`src/rtl/seq_mult.sv`:
```
// Iterative radix-2 shift-add multiplier with a START/BUSY/DONE handshake.
// Produces the full 2*WIDTH-bit product as HI/LO, in signed or unsigned mode.
// Signed operands are reduced to magnitudes, multiplied unsigned, and the
// product is negated at the end when the operand signs differ.
//
// state  | meaning
// S_IDLE | waiting for start, operands latched on accept
// S_PREP | take magnitudes, record result sign, clear accumulator
// S_CALC | one shift-add step per cycle, WIDTH cycles
// S_FIX  | apply sign, load hi/lo on the edge into S_DONE
// S_DONE | one-cycle done pulse; also accepts a new start
module seq_mult #(
  parameter int WIDTH = 32
) (
  input  logic             clk,
  input  logic             rst,
  input  logic             start,
  input  logic             signed_mode,
  input  logic [WIDTH-1:0] op1,
  input  logic [WIDTH-1:0] op2,
  output logic             busy,
  output logic             done,
  output logic [WIDTH-1:0] hi,
  output logic [WIDTH-1:0] lo
);

  localparam int CW = $clog2(WIDTH);
  localparam logic [CW-1:0] LAST = CW'(WIDTH - 1);

  typedef enum logic [2:0] {
    S_IDLE,
    S_PREP,
    S_CALC,
    S_FIX,
    S_DONE
  } state_t;

  state_t state, state_nxt;

  logic [WIDTH-1:0]   mcand;
  logic [WIDTH-1:0]   mplier;
  logic [WIDTH-1:0]   acc_hi;
  logic               neg;
  logic               sgn_q;
  logic [CW-1:0]      cnt;
  logic [WIDTH:0]     sum;
  logic [2*WIDTH-1:0] product;
  logic [2*WIDTH-1:0] product_fix;

  // Upper-half add with carry kept; the multiplier register doubles as the
  // low half of the accumulator as it shifts out.
  assign sum         = {1'b0, acc_hi} + (mplier[0] ? {1'b0, mcand} : '0);
  assign product     = {acc_hi, mplier};
  assign product_fix = neg ? (~product + 1'b1) : product;

  assign busy = (state == S_PREP) || (state == S_CALC) || (state == S_FIX);
  assign done = (state == S_DONE);

  // State register.
  always_ff @(posedge clk or posedge rst) begin
    if (rst) state <= S_IDLE;
    else     state <= state_nxt;
  end

  // Next-state decode; S_DONE accepts a held start so back-to-back
  // operations run at a WIDTH+3 cycle cadence.
  always_comb begin
    state_nxt = state;
    case (state)
      S_IDLE:  if (start) state_nxt = S_PREP;
      S_PREP:  state_nxt = S_CALC;
      S_CALC:  if (cnt == LAST) state_nxt = S_FIX;
      S_FIX:   state_nxt = S_DONE;
      S_DONE:  state_nxt = start ? S_PREP : S_IDLE;
      default: state_nxt = S_IDLE;
    endcase
  end

  // Operand latch, magnitude preparation and shift-add iteration.
  always_ff @(posedge clk or posedge rst) begin
    if (rst) begin
      mcand  <= '0;
      mplier <= '0;
      acc_hi <= '0;
      neg    <= 1'b0;
      sgn_q  <= 1'b0;
      cnt    <= '0;
    end else begin
      case (state)
        S_IDLE, S_DONE: begin
          if (start) begin
            mcand  <= op1;
            mplier <= op2;
            sgn_q  <= signed_mode;
          end
        end
        S_PREP: begin
          // The most-negative value negates to itself, which is already its
          // correct unsigned magnitude.
          if (sgn_q && mcand[WIDTH-1])  mcand  <= ~mcand + 1'b1;
          if (sgn_q && mplier[WIDTH-1]) mplier <= ~mplier + 1'b1;
          neg    <= sgn_q & (mcand[WIDTH-1] ^ mplier[WIDTH-1]);
          acc_hi <= '0;
          cnt    <= '0;
        end
        S_CALC: begin
          acc_hi <= sum[WIDTH:1];
          mplier <= {sum[0], mplier[WIDTH-1:1]};
          cnt    <= cnt + 1'b1;
        end
        default: ;
      endcase
    end
  end

  // Result registers hold until the next completion or reset.
  always_ff @(posedge clk or posedge rst) begin
    if (rst) begin
      hi <= '0;
      lo <= '0;
    end else if (state == S_FIX) begin
      hi <= product_fix[2*WIDTH-1:WIDTH];
      lo <= product_fix[WIDTH-1:0];
    end
  end

endmodule
```
`config.mk`:
```
export PLATFORM = sky130hd
export DESIGN_NAME = seq_mult
export DESIGN_NICKNAME = d
export VERILOG_FILES = /design/src/rtl/seq_mult.sv
export SDC_FILE = /design/constraint.sdc
export NUM_CORES = 1
export LEC_CHECK = 0
export CORE_MARGIN = 10
export CORE_UTILIZATION = 52
export DETAILED_ROUTE_END_ITERATION = 16
export HOLD_SLACK_MARGIN = 0.06
export PLACE_DENSITY = 0.82
export SLEW_MARGIN = 20
export SYNTH_ARGS = -nofsm -noshare
export SYNTH_HDL_FRONTEND = slang
export SYNTH_SLANG_ARGS = --single-unit
```
`constraint.sdc`:
```
create_clock -name clk -period 8.3 [get_ports clk]
set_input_delay 1.66 -clock clk [delete_from_list [all_inputs] [get_ports clk]]
set_output_delay 1.66 -clock clk [all_outputs]
set_load 0.02 [all_outputs]
```
==> results of run 1 <==
==> power by group <==
group,internal (mW),switching [mW]
logic,1.08,1.57
clock network,0.437,0.362
registers,1.19,0.473
total,2.71,2.40
==> tightest hold or removal path: stages (launching register included) <==
cell	delay (ps)
dfrtp_1	340
nand2_1	50
o21ai_0	60
==> worst paths after layout <==
path	end	depth (start not counted)	slack (ps)
min reg2reg	lo[23]$_DFFE_PP0P_	2	480
max in group asynchronous	neg$_DFFE_PP0P_	3	4990
max	acc_hi[21]$_DFFE_PP0N_	12	4580
min	lo[23]$_DFFE_PP0P_	2	480
max reg2reg	acc_hi[21]$_DFFE_PP0N_	12	4580
min in group asynchronous	hi[17]$_DFFE_PP0P_	2	1820
==> state kept, by name, indices dropped and copies added (netlist names) <==
name    flops
acc_hi     32
cnt         5
hi         32
lo         32
mcand      32
mplier     32
neg         1
sgn_q       1
state       3
==> metrics by stage <==
stage          area (sq um)  setup WS (ps)  utilization (%)  power, mW  instances
2_1_floorplan         10900           2040                -       3.43       1338
3_3_place_gp          12400           4440             60.5       4.19       1659
3_5_place_dp          12400           4430             60.5       4.27       1659
4_1_cts               12900           4560             63.4       5.08       1691
5_1_grt               13000           4290             63.5       5.50       1692
6_report              13000           4580             63.5       5.11       1692
==> placed cells by master, fill, tap and decap left out, types with 13 or more instances in the layout <==
master and n:
o21ai_0 195, nand4_1 17, clkbuf_16 17, and2_1 29, nand3_1 13, dfrtp_1 169
ha_1 36, xor2_1 72, xnor2_1 19, nor3_1 31, clkdlybuf4s50_1 133, o22ai_1 21
o31ai_1 21, a222oi_1 21, inv_1 22, nor2_1 101, a21oi_1 90, nand2_1 212
or3_1 21
==> cell families after synthesis <==
group,Yosys count,share of synthesized area (%)
DFF,170,38.9
and+or+nand+nor,494,21.6
adders and majority gates,37,4.30
muxes,3,0.298
AOI/OAI and AO/OA,429,23.6
buffers and inverters,114,4.02
xor gates and xnor gates,91,7.29
==> layer usage <==
metal / GRT usage, % / share of wire, % / vias up
met5: 0 / 0 / -
met1: 31.2 / 46 / 4927
met3: 3.58 / 7.4 / 48
li1: - / - / 4945
met2: 32.4 / 45 / 425
met4: 7.13 / 2.1 / 0
==> cell type report <==
| type | instances | area [sq um] | area share, % |
|---|---|---|---|
| sequential | 170 | 4260 | 32.8 |
| tap | 270 | 338 | 2.60 |
| inverter | 23 | 91.3 | 0.704 |
| multi-input combinational | 1054 | 6280 | 48.4 |
| clock inverter | 13 | 136 | 1.05 |
| timing repair buffer | 143 | 1420 | 10.9 |
| clock buffer | 19 | 453 | 3.49 |
==> results by group, run 1 <==
Logic synthesis
  • Avg Inst Size Synth: 8.17 sq um
  • Most frequent cells after synthesis: 213 x nand2_1, 196 x o21ai_0, 170 x dfrtp_1, 102 x nor2_1, 91 x a21oi_1
  • Post-Syn Area: roughly 0.011 sq mm
  • YS warnings: 0
  • Post-synth top area share: 38.9%
  • Dominant synthesized flop cell: dfrtp_1
  • Sequential element share of the synthesized area: 38.9%
  • Asr flop ratio synth: 100%
  • Cell count after synthesis: 1338
  • Synth cell types: 71
  • Synth area leader: dfrtp_1
  • Post-synth EDFFs: 0
  • Main area contributors after synthesis: dfrtp_1 39%, o21ai_0 9.0%, nand2_1 7.3%, xor2_1 5.8%, a21oi_1 4.2%
  • Most frequent cell after synthesis: nand2_1
  • Synthesized net count: 1443
  • Synth Register Bits: 170

Die
  • I/O pins: 134
  • Die area: 0.0272 sq mm
  • Core ar.: 0.0204 sq mm
  • # rows: 52
  • Die Wd: 165 microns
  • Initial Utilization: 53.5%
  • Die H: 165 microns

Worst setup path
  • CP dominant cell by count: inv_1
  • Critical Path RT: a little under 9000 ps
  • Crit path kind: flip-flop to flip-flop
  • Buf+Inv Stages, Crit Path: 2
  • Startpoint Class: flip-flop
  • CP peak stage delay: 780 ps
  • Origin of the critical flop-to-flop path: mplier[0]$_DFFE_PP0P_
  • Critical Path Start: mplier[0]$_DFFE_PP0P_
  • Max FO, Critical Path: 32
  • Crit path max-delay family: compound AO/OA/AOI/OAI gates
  • Crit path DAT: 4080 ps
  • Crit path cell chain: inv_1 > nor2_1 > ha_1 > inv_1 > fa_1 > nor2b_1 > o2111ai_1 > a21oi_1 > o21ai_0 > o21ba_2 > or4_1 > nand3_1
  • CP max stage cell: dfrtp_1
  • CP endpoint kind: flip-flop

Timing
  • Slew @ Worst Pin: just under 1000 ps
  • Pins Over Slew Limit: 0
  • Final hold vios: 0
  • Unrepaired setup endpoints after global routing: no
  • Setup total negative slack: 0 ps
  • Final worst path period share: 44.8%
  • F_max: 0.269 GHz
  • Minimum clock period: 3720 ps
  • Hold_ws: about 480 ps
  • Layout Skew: between 10 and 15 ps
  • Worst slew margin: between 30% and 40%
  • Final setup viols: 0

Place
  • Buffers on Ports: 133
  • RePlAce Congestion: 0.974
  • Post-DP HPWL: between 20 and 25 mm

Routing
  • 1st-pass router iterations: 6
  • Post-Route WL: 30.2 mm
  • Avg WL per Cell: 17.9 microns
  • Antenna Nets Post-Route: 0
  • Vias: between 10000 and 15000
  • Iteration-0 DRC Markers: between 1000 and 1500
  • Post-route DRC: 0
  • Vias per std cell: 6.11

CTS
  • Root Driver: clkbuf_16
  • Clock buffer depth: 2
  • CTS Sinks: 170
  • H-tree depth: 4
  • Clock slew at reported path FFs: 70 ps
  • Num CTS Buffers: 17
  • CTS tree: done
  • Worst skew pair latency: 430 ps
  • Hold_buf cts: 0
  • Post CTS Setup Buffer Count: 0
  • Resized cells post-CTS: 0

Pwr
  • Pwr Density: 394 mW/mm^2
  • Worst VDD drop: around 0.30 mV
  • P_leak: about 5.3 nW

Worst hold path
  • Hold path startpoint: lo[23]$_DFFE_PP0P_
  • Hold crit path type: flip-flop to flip-flop

Global route
  • Initial antenna violation count: 0
  • First-pass GRT wire length: 48.7 mm
  • GRT Util Overall: 21.7%
  • Total global routing overflow: 0
  • Largest net degree at the start of global routing: 130
  • Vias in the first global route: 9411

Layout
  • Layout fillers: roughly 1800
  • Nets: 1514
  • Ant. Diodes: 0
  • Layout area overhead: 18.7%
  • Layout cells sized above 1: under 10%

Run
  • Max cap viols: 0

Run status
  • Status: finished, final reports clean
Power figures use the tool's default switching activity.
==> run 2, diff against run 1 <==
Settings changed: CORE_UTILIZATION 52 to 51, PLACE_DENSITY 0.82 to 0.84.
Clock period 8.3 ns to 3.1 ns, I/O delays scaled along.
==> run 2 against run 1 <==
  * Clock power increased to 2.6 times the previous value
  * Register-to-register slack worse by 4400 ps
  * Critical path depth fell by 3
  * Sequential power rose to 2.7 times the previous value
  * Worst hold slack got worse by 0.95 ps
  * Largest cell class unchanged
  * Largest power group unchanged
==> results by group, run 2 (synthesized netlist as in run 1, its figures left out) <==
Timing
  • Worst slew margin: 34.0% (-0.92 points)
  • Pins Over Slew Limit: 0 (unchanged)
  • Layout Skew: 12.0 ps (-1.11 ps)
  • Final worst path period share: 92.6% (+48 points)
  • Final hold vios: 0 (unchanged)
  • Minimum clock period: 2870 ps (-848 ps)
  • Setup total negative slack: 0 ps (unchanged)
  • Final setup viols: 0 (unchanged)
  • Slew @ Worst Pin: 991 ps (+13.9 ps)
  • F_max: 0.349 GHz (+30%)
  • Unrepaired setup endpoints after global routing: no

Routing
  • Antenna Nets Post-Route: 0 (unchanged)
  • Avg WL per Cell: 18.1 microns (+1.5%)
  • Post-Route WL: 31.1 mm (+2.9%)
  • Vias: 10500 (+1.3%)
  • 1st-pass router iterations: 8 (+2)
  • Post-route DRC: 0 (unchanged)
  • Vias per std cell: 6.11 (about the same)
  • Iteration-0 DRC Markers: 1147 (+11%)

CTS
  • Root Driver: clkbuf_16
  • CTS Sinks: 170 (unchanged)
  • Post CTS Setup Buffer Count: 0 (unchanged)
  • H-tree depth: 4 (unchanged)
  • Clock buffer depth: 2 (unchanged)
  • Worst skew pair latency: 440 ps (about the same)
  • Clock slew at reported path FFs: 70 ps (about the same)
  • Num CTS Buffers: 17 (unchanged)
  • CTS tree: done

Global route
  • Initial antenna violation count: 0 (unchanged)
  • Total global routing overflow: 0 (unchanged)
  • Vias in the first global route: 9809 (+4.2%)
  • Largest net degree at the start of global routing: 130 (unchanged)
  • GRT Util Overall: 21.5% (-0.22 points)
  • First-pass GRT wire length: 50.6 mm (+4.1%)

Die
  • Die Wd: 166 microns (+0.85%)
  • Die H: 166 microns (+0.85%)
  • Core ar.: 0.0210 sq mm (+2.9%)
  • I/O pins: 134 (unchanged)
  • Die area: 0.0277 sq mm (+1.7%)
  • # rows: 53 (+1.9%)
  • Initial Utilization: 52.0% (-1.5 points)

Pwr
  • Pwr Density: 1050 mW/mm^2 (+170%)
  • Switching Fraction: 47.0% (about the same)
  • Psw: 6.48 mW (+170%)
  • Logic pwr share: 52.6% (+0.7 points)
  • Share of power burned in registers: 32.6% (about the same)
  • Clock Power Share: 14.8% (-0.8 points)
  • P_leak: 5.40 nW (+1.6%)
  • Worst VDD drop: 0.600 mV (+98%)
  • P_int: 7.30 mW (+170%)

Worst setup path
  • Max FO, Critical Path: 10 (-69%)
  • CP endpoint kind: flip-flop
  • Crit path DAT: 3160 ps (-920 ps)
  • Critical Path RT: 3390 ps (-5270 ps)
  • Startpoint Class: flip-flop
  • Crit path kind: flip-flop to flip-flop

Layout
  • Most frequent cells in the layout: 212 x nand2_1, 195 x o21ai_0, 169 x dfrtp_1, 133 x clkdlybuf4s50_1, 101 x nor2_1
  • Ant. Diodes: 0 (unchanged)
  • Nets: 1532 (+1.2%)
  • Layout cells sized above 1: 6.32% (+1.2 points)
  • Layout area overhead: 20.1%
  • Commonest non-fill, non-tap cell in the layout: nand2_1
  • Util after Layout: 62.5% (-1.0 points)
  • Finished Cell Area: 0.0131 sq mm (+1.2%)

Worst hold path
  • Hold crit path type: flip-flop to flip-flop

Place
  • Placed Area: 0.0126 sq mm (+1.6%)
  • RePlAce Congestion: 0.986 (+1.2%)
  • Buffers on Ports: 133 (unchanged)
  • Post-DP HPWL: 22.7 mm (+4.5%)

Run
  • Max cap viols: 0 (unchanged)

Run status
  • Status: finished, final reports clean
-- run 2: changes by cell type in the layout (fill, tap and decap cells not counted), moves of 2 or more --
cell	delta
clkinv_2	+2
buf_4	+15
clkinvlp_4	+2
buf_12	+3
inv_6	-2
-- run 2: critical path, stage by stage (launching register included) --
cell	delay, ps
dfrtp_1	400
inv_1	150
ha_1	250
nor4b_4	300
and4_1	320
nand4_2	170
nand4bb_2	460
o31ai_1	400
xor2_1	200
o21ai_1	80
-- run 2: metrics by stage --
stage                     cells  worst slack, ps  power, mW  hold WS (ps)
after floorplan            1338              311       9.18           449
after global placement     1683              282       11.3           460
after detailed placement   1683              181       11.6           471
after CTS                  1715              110       13.7           485
after global routing       1715             7.06       14.8           499
final                      1715              231       13.8           477
-- run 2: power groups by stage --
stage | clock network [mW] | logic, mW | registers, mW
final | 2.04 | 7.24 | 4.50
after global routing | 2.16 | 8.03 | 4.64
after CTS | 2.07 | 7.19 | 4.45
after detailed placement | 0 | 7.13 | 4.48
after global placement | 0 | 6.92 | 4.42
after floorplan | 0 | 4.82 | 4.36
-- run 2: metal layers --
metal | routed length [microns] | track usage, %
met3 | 2510 | 3.98
met2 | 14200 | 32.9
met1 | 13700 | 29.8
met5 | 0 | 0
met4 | 756 | 7.41
-- run 2: worst paths after layout --
check,start,end,slack (ps),cells past startpoint
max,mplier[0]$_DFFE_PP0P_,hi[30]$_DFFE_PP0P_,230,9
min in group asynchronous,rst,hi[16]$_DFFE_PP0P_,540,2
min,lo[25]$_DFFE_PP0P_,lo[25]$_DFFE_PP0P_,480,2
min reg2reg,lo[25]$_DFFE_PP0P_,lo[25]$_DFFE_PP0P_,480,2
max in group asynchronous,rst,mcand[11]$_DFFE_PP0P_,1870,4
max reg2reg,mplier[0]$_DFFE_PP0P_,hi[30]$_DFFE_PP0P_,230,9
-- run 2: cell type report --
class                           instances  area (sq um)
Multi-Input combinational cell       1054          6290
Fill cell                            1778          7890
Timing Repair Buffer                  161          1590
Clock inverter                         13           120
Sequential cell                       170          4260
Clock buffer                           19           443
Inverter                               23          90.1
Tap cell                              275           344
-- run 2: repair_timing --
action | 4_1_cts | 5_1_grt
resized for setup | 0 | 2
hold buffers | 0 | 0
endpoints found under the setup margin | 0 | 6
==> run 3, diff against run 2 <==
Settings changed: CORE_UTILIZATION 51 to 52, PLACE_DENSITY 0.84 to 0.82, SETUP_SLACK_MARGIN set to 0.4.
Clock period 3.1 ns to 3.4 ns, I/O delays scaled along.
==> run 3 against run 2 <==
  * Cell count shrank 0.47%
  * Maximum frequency shrank 1.3%
  * Critical path depth grew 1
  * Total power shrank 9.5%
  * Setup slack gained 260 ps
  * Count of clock-buffer cells in the layout grew 1
==> results by group, run 3 (synthesized netlist as in run 1, its figures left out) <==
Die
  • Core ar.: 0.0204 sq mm (-2.8%)
  • # rows: 52 (-1.9%)
  • Die area: 0.0272 sq mm (-1.7%)
  • I/O pins: 134 (unchanged)
  • Initial Utilization: 53.5% (+1.5 points)
  • Die H: 165 microns (-0.85%)
  • Die Wd: 165 microns (-0.85%)

Timing
  • Worst slew margin: 48.7% (+15 points)
  • Unrepaired setup endpoints after global routing: yes
  • Minimum clock period: 2910 ps (+38.2 ps)
  • Final setup margin: 492 ps (+262 ps)
  • Slew @ Worst Pin: 769 ps (-222 ps)
  • Pins Over Slew Limit: 0 (unchanged)
  • Hold_ws: 478 ps (+0.528 ps)
  • Final hold vios: 0 (unchanged)
  • F_max: 0.344 GHz (-1.3%)
  • Layout Skew: 10.2 ps (-1.88 ps)
  • Final setup viols: 0 (unchanged)
  • Setup total negative slack: 0 ps (unchanged)
  • Final worst path period share: 85.5% (-7.0 points)

Worst setup path
  • Crit path cell chain: inv_1 > ha_1 > nor4b_4 > and4_2 > nand2_1 > nand4b_1 > buf_4 > o31ai_1 > xor2_1 > o21ai_0
  • Crit path DAT: 3200 ps (+40 ps)
  • Critical Path RT: 3690 ps (+300 ps)
  • CP peak stage delay: 390 ps (-70 ps)
  • Crit path kind: flip-flop to flip-flop
  • CP endpoint kind: flip-flop
  • CP max stage cell: nand4b_1
  • Startpoint Class: flip-flop
  • Max FO, Critical Path: 6 (-4)

Pwr
  • P_leak: 5.37 nW (-0.66%)
  • Pwr Density: 953 mW/mm^2 (-9.2%)
  • Worst VDD drop: 0.499 mV (-17%)

Global route
  • Vias in the first global route: 9779 (-0.31%)
  • Total global routing overflow: 0 (unchanged)
  • GRT Util Overall: 22.6% (+1.1 points)
  • Largest net degree at the start of global routing: 130 (unchanged)
  • Grt met1 use: 31.8% (+2.1 points)
  • Met2 GRT Util: 34.3% (+1.4 points)
  • Initial antenna violation count: 0 (unchanged)
  • M3 GR Usage: 4.93% (+0.95 points)
  • Busiest metal layer after global routing: met2
  • First-pass GRT wire length: 50.5 mm (-0.34%)

Routing
  • Post-route DRC: 0 (unchanged)
  • Post-Route WL: 31.1 mm (about the same)
  • Antenna Nets Post-Route: 0 (unchanged)
  • Vias per std cell: 6.13 (+0.40%)
  • Vias: 10500 (-0.067%)
  • Avg WL per Cell: 18.2 microns (+0.38%)
  • 1st-pass router iterations: 6 (-2)
  • Iteration-0 DRC Markers: 1319 (+15%)

Worst hold path
  • Hold crit path type: flip-flop to flip-flop

Layout
  • Commonest non-fill, non-tap cell in the layout: nand2_1
  • Layout area overhead: 19.8%
  • Nets: 1529 (-0.20%)
  • Layout cells sized above 1: 6.47% (+0.15 points)
  • Layout fillers: 1723 (-3.1%)
  • Ant. Diodes: 0 (unchanged)
  • Most frequent cells in the layout: 212 x nand2_1, 194 x o21ai_0, 169 x dfrtp_1, 133 x clkdlybuf4s50_1, 101 x nor2_1

CTS
  • CTS Sinks: 170 (unchanged)
  • Worst skew pair latency: 440 ps (about the same)
  • H-tree depth: 4 (unchanged)
  • Num CTS Buffers: 17 (unchanged)
  • Root Driver: clkbuf_16
  • Hold_buf cts: 0 (unchanged)
  • Clock slew at reported path FFs: 70 ps (about the same)
  • CTS tree: done
  • Clock buffer depth: 2 (unchanged)

Run status
  • Status: finished, final reports clean

Place
  • Buffers on Ports: 133 (unchanged)
  • Post-place setup slack: 389 ps (+208 ps)
  • RePlAce Congestion: 0.964 (-2.2%)
  • Post-DP HPWL: 22.5 mm (-1.1%)

Run
  • Max cap viols: 0 (unchanged)
-- run 3: cell types whose count changed in the layout (fill, tap and decap cells not counted), sizes merged --
cell      before  now
bufinv         1    0
buf           28   25
clkinvlp       4    5
clkinv         6    5
clkbuf        19   20
-- run 3: final cells by class --
class	count	area, sq um	share of cell area [%]
multi-input combinational	1054	6310	48.2
clock buffer	20	447	3.41
clock inverter	12	92.6	0.707
inverter	23	90.1	0.688
timing repair buffer	158	1560	11.9
tap	270	338	2.58
sequential	170	4260	32.5
-- run 3: worst max-delay path, delay by kind of cell, from the launching register on --
kind | cells | cell delay, ps
AO/OA/AOI/OAI | 2 | 350
AND/OR/NAND/NOR | 4 | 1210
flip-flops | 1 | 380
buffers and inverters | 2 | 370
adder cells (fa/ha/maj) | 1 | 250
XOR/XNOR | 1 | 180
-- run 3: stage by stage --
step	std cells	area [sq um]	util [%]	power, mW
6_report	1707	13100	64.1	12.5
5_1_grt	1707	13100	64.1	13.5
4_1_cts	1701	13000	63.7	12.4
2_1_floorplan	1338	10900	-	8.37
3_3_place_gp	1669	12500	61.0	10.3
3_5_place_dp	1669	12500	61.0	10.5
-- run 3: final timing paths --
kind                                       start            endpoint  slack [ps]  cells past startpoint
min                           lo[30]$_DFFE_PP0P_  lo[30]$_DFFE_PP0P_         480                      2
min reg2reg                   lo[30]$_DFFE_PP0P_  lo[30]$_DFFE_PP0P_         480                      2
min in group asynchronous                    rst  hi[20]$_DFFE_PP0P_         590                      2
max reg2reg                mplier[0]$_DFFE_PP0P_   hi[6]$_DFFE_PP0P_         490                     10
max in group asynchronous                    rst     neg$_DFFE_PP0P_        2170                      3
max                        mplier[0]$_DFFE_PP0P_   hi[6]$_DFFE_PP0P_         490                     10
-- run 3: power breakdown --
| part | switching, mW | internal (mW) | leakage (nW) |
|---|---|---|---|
| registers | 1.21 | 2.90 | 2.13 |
| logic | 3.86 | 2.69 | 2.98 |
| clock network | 0.855 | 0.961 | 0.253 |
| total | 5.93 | 6.55 | 5.37 |
-- run 3: per-layer routing --
metal / wire length [microns] / part of all wire [%] / vias up
li1: - / - / 4974
met3: 2790 / 9.0 / 44
met5: 0 / 0 / -
met1: 13900 / 45 / 4929
met2: 13900 / 45 / 525
met4: 496 / 1.6 / 0
-- run 3: what timing repair did --
item / in CTS / in global routing
resized for setup: 2 / 8
endpoints found under the setup margin: 3 / 23
buffers inserted: 0 / 6
pin swaps: 0 / 3
